<file path="src/rtl/mcast_ptr_ctrl.sv">
// Pointer and flag controller for the multicast block buffer.
// One writer, NUM_RD readers, DEPTH = 2**AW blocks, registered flags.
//
// Ports:
//   clk, rst_n        clock, asynchronous active-low reset
//   wr_commit         writer finished one block
//   rd_release[i]     reader i finished one block
//   rd_en_mask[i]     reader i participates in multicast
//   err_clr           clears the sticky error bits
//   wr_ptr            write pointer (AW+1 bits, MSB = wrap bit)
//   rd_ptr            packed read pointers, reader i at [i*(AW+1) +: AW+1]
//   wr_greenflag      writer may commit (no enabled reader full)
//   wr_afull          level >= AFULL_LVL
//   rd_greenflag[i]   reader i enabled and not empty
//   level             max occupancy over enabled readers
//   ovf_err, udf_err  sticky overflow / underflow indications

module mcast_ptr_ctrl #(
    parameter int AW        = 2,
    parameter int NUM_RD    = 2,
    parameter int AFULL_LVL = 3
) (
    input  logic                     clk,
    input  logic                     rst_n,
    input  logic                     wr_commit,
    input  logic [NUM_RD-1:0]        rd_release,
    input  logic [NUM_RD-1:0]        rd_en_mask,
    input  logic                     err_clr,
    output logic [AW:0]              wr_ptr,
    output logic [NUM_RD*(AW+1)-1:0] rd_ptr,
    output logic                     wr_greenflag,
    output logic                     wr_afull,
    output logic [NUM_RD-1:0]        rd_greenflag,
    output logic [AW:0]              level,
    output logic                     ovf_err,
    output logic                     udf_err
);

    localparam int PW = AW + 1;
    localparam logic [PW-1:0] AFULL_P = PW'(AFULL_LVL);

    // Reset asserts asynchronously but releases two edges after rst_n
    // rises, so the release never races a clock edge.
    logic [1:0] rst_sync;
    logic       rst_int_n;

    always_ff @(posedge clk or negedge rst_n) begin
        if (!rst_n) begin
            rst_sync <= 2'b00;
        end else begin
            rst_sync <= {rst_sync[0], 1'b1};
        end
    end

    assign rst_int_n = rst_sync[1];

    logic [PW-1:0]     rd_ptr_q [NUM_RD];
    logic [PW-1:0]     rd_nxt   [NUM_RD];
    logic [PW-1:0]     occ      [NUM_RD];
    logic [PW-1:0]     wr_nxt;
    logic              wr_acc;
    logic [NUM_RD-1:0] rd_acc;
    logic [NUM_RD-1:0] full_nxt;
    logic [NUM_RD-1:0] rgf_nxt;
    logic [PW-1:0]     lvl_nxt;
    logic              wgf_nxt;
    logic              afull_nxt;
    logic              ovf_set;
    logic              udf_set;

    // Acceptance uses the registered flags; the flags for the next
    // cycle are derived from the next-state pointers so they always
    // match the pointers they are registered alongside.
    always_comb begin
        wr_acc  = wr_commit & wr_greenflag;
        wr_nxt  = wr_ptr + PW'(wr_acc);
        rd_acc  = rd_release & rd_en_mask & rd_greenflag;
        ovf_set = wr_commit & ~wr_greenflag;
        udf_set = |(rd_release & rd_en_mask & ~rd_greenflag);

        full_nxt = '0;
        rgf_nxt  = '0;
        lvl_nxt  = '0;

        for (int i = 0; i < NUM_RD; i++) begin
            // A disabled reader shadows the writer so that on
            // re-enable it starts empty at the current write position.
            if (rd_en_mask[i]) begin
                rd_nxt[i] = rd_ptr_q[i] + PW'(rd_acc[i]);
            end else begin
                rd_nxt[i] = wr_nxt;
            end

            occ[i] = wr_nxt - rd_nxt[i];

            if (rd_en_mask[i]) begin
                full_nxt[i] = (wr_nxt[AW] != rd_nxt[i][AW]) &&
                              (wr_nxt[AW-1:0] == rd_nxt[i][AW-1:0]);
                rgf_nxt[i]  = (occ[i] != '0);
                if (occ[i] > lvl_nxt) begin
                    lvl_nxt = occ[i];
                end
            end
        end

        wgf_nxt   = ~|full_nxt;
        afull_nxt = (lvl_nxt >= AFULL_P);
    end

    always_ff @(posedge clk or negedge rst_int_n) begin
        if (!rst_int_n) begin
            wr_ptr       <= '0;
            wr_greenflag <= 1'b1;
            wr_afull     <= 1'b0;
            rd_greenflag <= '0;
            level        <= '0;
            ovf_err      <= 1'b0;
            udf_err      <= 1'b0;
            for (int i = 0; i < NUM_RD; i++) begin
                rd_ptr_q[i] <= '0;
            end
        end else begin
            wr_ptr       <= wr_nxt;
            wr_greenflag <= wgf_nxt;
            wr_afull     <= afull_nxt;
            rd_greenflag <= rgf_nxt;
            level        <= lvl_nxt;
            // A new violation wins over a clear in the same cycle.
            ovf_err      <= ovf_set | (ovf_err & ~err_clr);
            udf_err      <= udf_set | (udf_err & ~err_clr);
            for (int i = 0; i < NUM_RD; i++) begin
                rd_ptr_q[i] <= rd_nxt[i];
            end
        end
    end

    for (genvar g = 0; g < NUM_RD; g++) begin : g_rd_out
        assign rd_ptr[g*PW +: PW] = rd_ptr_q[g];
    end

endmodule

</file>
<file path="config.mk">
export PLATFORM = sky130hd
export DESIGN_NAME = mcast_ptr_ctrl
export DESIGN_NICKNAME = d
export VERILOG_FILES = /design/src/rtl/mcast_ptr_ctrl.sv
export SDC_FILE = /design/constraint.sdc
export NUM_CORES = 1
export LEC_CHECK = 0
export ABC_AREA = 1
export BUFFER_PORTS_ARGS = -buffer_cell sky130_fd_sc_hd__buf_2
export CORE_MARGIN = 10
export CORE_UTILIZATION = 48
export CTS_CLUSTER_DIAMETER = 120
export CTS_CLUSTER_SIZE = 28
export DETAILED_ROUTE_END_ITERATION = 12
export GPL_ROUTABILITY_DRIVEN = 0
export PLACE_DENSITY_LB_ADDON = 0.25
export SLEW_MARGIN = 20
export SYNTH_ARGS = -nofsm -noshare
export SYNTH_HDL_FRONTEND = slang
export SYNTH_SLANG_ARGS = --single-unit
</file>
<file path="constraint.sdc">
create_clock -name clk -period 0.8 [get_ports clk]
set_input_delay 0.12 -clock clk [delete_from_list [all_inputs] [get_ports clk]]
set_output_delay 0.12 -clock clk [all_outputs]
set_load 0.02 [all_outputs]
</file>
# ---- Word level (Yosys, flattened, before mapping)
# Cells that the tools add are included.
dict set report totals {
  reg_bits 20
  inputBits 8
  elab_cells 51
  output_inout_bits 18
}
dict set report classes {
  add_sub_neg 5
  reduce_logical 7
  n_bitwise 12
  order_cmp 3
  n_eq_ne 4
  muxes 10
}
# op count
set op_table {}
lappend op_table {{$mux 3} 6}
lappend op_table {{$add 3x1->3} 3}
lappend op_table {{$and 2x2->2} 3}
lappend op_table {{$reduce_bool 3->1} 2}
lappend op_table {{$sub 3x3->3} 2}
lappend op_table {{$and 1x1->1} 4}
lappend op_table {{$eq 2x2->1} 2}
lappend op_table {{$mux 1} 4}
lappend op_table {{$reduce_or 2->1} 2}
lappend op_table {{$ge 3x2->1 const B} 1}
lappend op_table {{$gt 3x1->1 const B} 1}
lappend op_table {{$gt 3x3->1} 1}
lappend op_table {{$logic_and 1x1->1} 2}
lappend op_table {{$ne 1x1->1} 2}
lappend op_table {{$not 1->1} 2}
lappend op_table {{$not 2->2} 1}
lappend op_table {{$or 1x1->1} 2}
lappend op_table {{$logic_not 1->1} 1}

# ---- Logic depth before layout (Yosys ltp)
dict set report logic_depth {
  word_depth 12
  mapped_depth 21
  ltp_nobuf 20
}

# ---- Worst setup path after synthesis
# No wires, ideal clock.
dict set report synth_timing {
  kind {reg2reg}
  from {register wr_ptr[0]}
  to {register wr_afull}
  period_less_slack_ns 3.059
  path_stages_with_launch 19
  n_path_buf 0
  t_arrival_ns 2.934
  path_slack_ns -2.259
  setup_time_ns 0.124
  required_ns 0.676
  path_cell_list {dfrtp_1 > ha_1 > ha_1 > inv_1 > o21ai_0 > inv_1 > fa_1 > inv_1 > nand3_1 > nand2_2 > nand2_1 > ha_1 > nand2_1 > o21ai_2 > nand3_1 > nand2_1 > nand2_1 > nand2_1 > nand3_1}
}
# item line_no
set synth_rtl {}
lappend synth_rtl {{start: declaration} 29} ;# output logic [AW:0] wr_ptr,
lappend synth_rtl {{start signal: assignment} 123} ;# wr_ptr <= wr_nxt;
lappend synth_rtl {{end signal: assignment} 125} ;# wr_afull <= afull_nxt;
lappend synth_rtl {{end: declaration} 32} ;# output logic wr_afull,

==> results.tsv <==
stage	metric	value	unit
run_status	outcome	complete, but fails checks	
run_status	violated checks	setup timing	
sta	Hold Fails Final Rpt	0	
placed_design	post-placement cell area	1710	um^2
yosys	mean post-synth cell area	8.65	um^2
run	max-capacitance violation count	0	
finish	ant diodes	0	
clocking	clock sink count	20	
finish	growth of design area from synthesis to finish	67.4	%
yosys	cell type with the highest aggregate area in the netlist	sky130_fd_sc_hd__dfrtp_1	
floorplan	Top Ports	26	
sta	worst setup slack after layout	-2090	ps
sta	minimum clock period after layout	2890	ps
sta	# setup viols final	36	
floorplan	die boundary height	70.9	um
grt	vias in the first global route	1344	
yosys	number of flops mapped to enable cells by yosys	0	
placed_design	post-detail-place hpwl	2700	um
clocking	CTS max path bufs	2	
critical_path	buffers and inverters on the worst path	4	
finish	Layout Nets	235	
clocking	TritonCTS clock tree	yes	
yosys	synthesized instance count	144	
sta	final period utilization	361	%
critical_path	arrival time at the worst endpoint	3110	ps
sta	Peak Freq	346	MHz
yosys	share of the synthesized area in the top cell type	38.2	%
detailed_routing	Pre-antenna DRT Iters	4	
sta	Layout Skew	7.60	ps
placed_design	pre-CTS setup slack	-2110	ps
placed_design	total of buffers placed on input and output ports	25	
grt	wire length of the first global-routing pass	6230	um
yosys	FFs w/ async S/R, synth	100	%
detailed_routing	average via count per standard cell	5.00	
yosys	Netlist Area Pre-Place	1240	um^2
clocking	CTS Buf Count	3	
critical_path	Critical Path Start Type	flop	
clocking	insertion delay of the later-clocked pin in the worst-skew pair	320	ps
critical_path	Top delay family on crit path	adder cells	
detailed_routing	post-detailed-route count of antenna-violating nets	0	
grt	initial antenna violation count	0	
floorplan	number of rows created at floorplan	18	
yosys	sequential cell area fraction in the yosys report	40.3	%
sta	Setup Total Neg Slack	-20900	ps
detailed_routing	post-detailed-route wirelength per cell	16.4	um
critical_path	Worst Path Required	1010	ps
yosys	library cell with the highest instance count after synthesis	sky130_fd_sc_hd__nand2_1	
floorplan	die outline width	70.9	um
finish	fraction of layout cells with a size suffix above 1	61.6	%
grt	maximum number of pins on one net before global-route repair	14	
yosys	total nets after synthesis	167	
critical_path	Cell Chain, Critical Path	nand2_2, inv_2, ha_4, ha_4, inv_4, o21ai_2, inv_2, fa_2, inv_2, nand3_2, nand2_2, nand2_2, ha_4, nand2_4, o21ai_4, nand3_2, nand2_1, nand2_2, nand2_1, nand3_1	
floorplan	full die area	5030	um^2
clocking	depth of the CTS H-tree	1	
sta	unrepaired setup endpoints after global routing	true	
yosys	dominant register cell in the synthesized netlist	sky130_fd_sc_hd__dfrtp_1	
floorplan	standard cell core area	2480	um^2
grt	GR Util All Layers	15.3	%
detailed_routing	detailed-route DRC error count	0	
detailed_routing	total vias in the final route	1204	
detailed_routing	number of design-rule violations left by the first detailed-router iteration	42	
yosys	number of different library cells in the post-synthesis netlist	22	
floorplan	Starting Density	50.3	%
critical_path	Slowest cell on crit path	sky130_fd_sc_hd__dfstp_2	
yosys	top cells by area, synth	sky130_fd_sc_hd__dfrtp_1 (38%), sky130_fd_sc_hd__ha_1 (13%), sky130_fd_sc_hd__nand2_1 (9.9%)	
yosys	most frequent cells after synthesis	sky130_fd_sc_hd__nand2_1 (33), sky130_fd_sc_hd__inv_1 (27), sky130_fd_sc_hd__dfrtp_1 (19), sky130_fd_sc_hd__ha_1 (13)	
yosys	count of warnings emitted by yosys	0	
detailed_routing	Total Routed Length	3940	um
critical_path	peak per-stage delay on the critical path	550	ps
critical_path	most used cell along the critical path	sky130_fd_sc_hd__nand2_2	
critical_path	CP Capture Type	flop	
clocking	clock root cell	sky130_fd_sc_hd__clkbuf_4	
yosys	synthesis-stage register bit count	20	
grt	aggregate global routing overflow	0	
finish	final instance area	2080	um^2
clocking	clk slew on worst S/H paths	120	ps
sta	Slew Limit Fails	0	
critical_path	critical setup path kind	flop to flop	
critical_path	largest fanout on the critical path	4	
hold_path	hold crit path type	input port to flop	
-- repair_timing --
action | in CTS | in global routing
pin swaps | 15 | 10
setup endpoints to repair | 36 | 36
hold buffers | 1 | 0
hold endpoints to repair | 2 | 0
gates resized for setup | 60 | 23
setup buffers | 6 | 8
-- worst register-to-register path, stage by stage (launching register included) --
cell and delay [ps]:
sky130_fd_sc_hd__dfstp_2 550, sky130_fd_sc_hd__nand2_2 50, sky130_fd_sc_hd__inv_2 60, sky130_fd_sc_hd__ha_4 130
sky130_fd_sc_hd__ha_4 160, sky130_fd_sc_hd__inv_4 50, sky130_fd_sc_hd__o21ai_2 150, sky130_fd_sc_hd__inv_2 70
sky130_fd_sc_hd__fa_2 370, sky130_fd_sc_hd__inv_2 70, sky130_fd_sc_hd__nand3_2 70, sky130_fd_sc_hd__nand2_2 80
sky130_fd_sc_hd__nand2_2 60, sky130_fd_sc_hd__ha_4 310, sky130_fd_sc_hd__nand2_4 60, sky130_fd_sc_hd__o21ai_4 180
sky130_fd_sc_hd__nand3_2 110, sky130_fd_sc_hd__nand2_1 90, sky130_fd_sc_hd__nand2_2 60, sky130_fd_sc_hd__nand2_1 50
sky130_fd_sc_hd__nand3_1 60
-- state kept, by name, indices dropped and copies added, names as in the netlist --
register / count
rst_sync: 2
ovf_err: 1
rd_greenflag: 2
wr_ptr: 3
udf_err: 1
wr_greenflag: 1
wr_afull: 1
rd_ptr: 6
level: 3
-- cell type report --
cell class	count	area (um^2)
well taps	30	37.5
flip-flops and latches	20	503
fillers	132	393
repair buffers	65	594
clock buffers	4	26.3
multi-input cells	94	813
inverters	28	110
-- through the flow --
| step | hold WS [ps] | utilization (%) | instances |
|---|---|---|---|
| floorplan | -176 | - | 144 |
| global placement | -95.9 | 69.2 | 229 |
| detailed placement | -94.8 | 69.2 | 229 |
| CTS | 58.9 | 79.9 | 238 |
| global route | 71.4 | 84.1 | 241 |
| finish | 53.1 | 84.1 | 241 |
-- kinds of logic after synthesis --
family	count (synthesis)	synth area share, %
flops	20	40.3
other cells	1	0.301
simple gates	66	27.2
compound gates	12	5.43
fa+ha+maj	15	16.3
buf+inv	30	10.5
-- placed cells by master, fill, tap and decap left out, drive strengths merged --
master / Yosys / final
nand4: 2 / 2
o221ai: 1 / 1
nor2: 6 / 6
conb: 1 / 1
dfstp: 1 / 1
inv: 28 / 28
dfrtp: 19 / 19
a21oi: 1 / 1
fa: 2 / 2
nand2: 44 / 44
buf: 1 / 64
nand3: 13 / 13
dlygate4sd3: 0 / 1
o21ai: 10 / 10
or2: 1 / 1
clkbuf: 1 / 4
ha: 13 / 13
-- path summary, 6_finish.rpt --
kind,startpoint,endpoint,slack [ps],depth (start not counted)
setup / recovery,wr_greenflag$_DFF_PN1_,wr_afull$_DFF_PN0_,-2090,20
hold / removal,wr_commit,ovf_err$_DFF_PN0_,50,3
setup reg to reg,wr_greenflag$_DFF_PN1_,wr_afull$_DFF_PN0_,-2090,20
hold reg to reg,rst_sync[1]$_DFF_PN0_,wr_ptr[0]$_DFF_PN0_,80,0
max in group asynchronous,rst_sync[1]$_DFF_PN0_,rd_greenflag[1]$_DFF_PN0_,310,1
min in group asynchronous,rst_sync[1]$_DFF_PN0_,wr_ptr[0]$_DFF_PN0_,80,0
-- layer usage --
layer	global-route usage (%)	vias to the layer above	wire, um
li1	-	582	-
met3	3.63	7	152
met5	0	-	0
met4	5.81	0	55
met2	28.1	28	2140
met1	16.4	587	1590
Power is left out: the tool's default activity adds up to more than one toggle a clock period on the data nets, which glitch-free logic cannot reach.
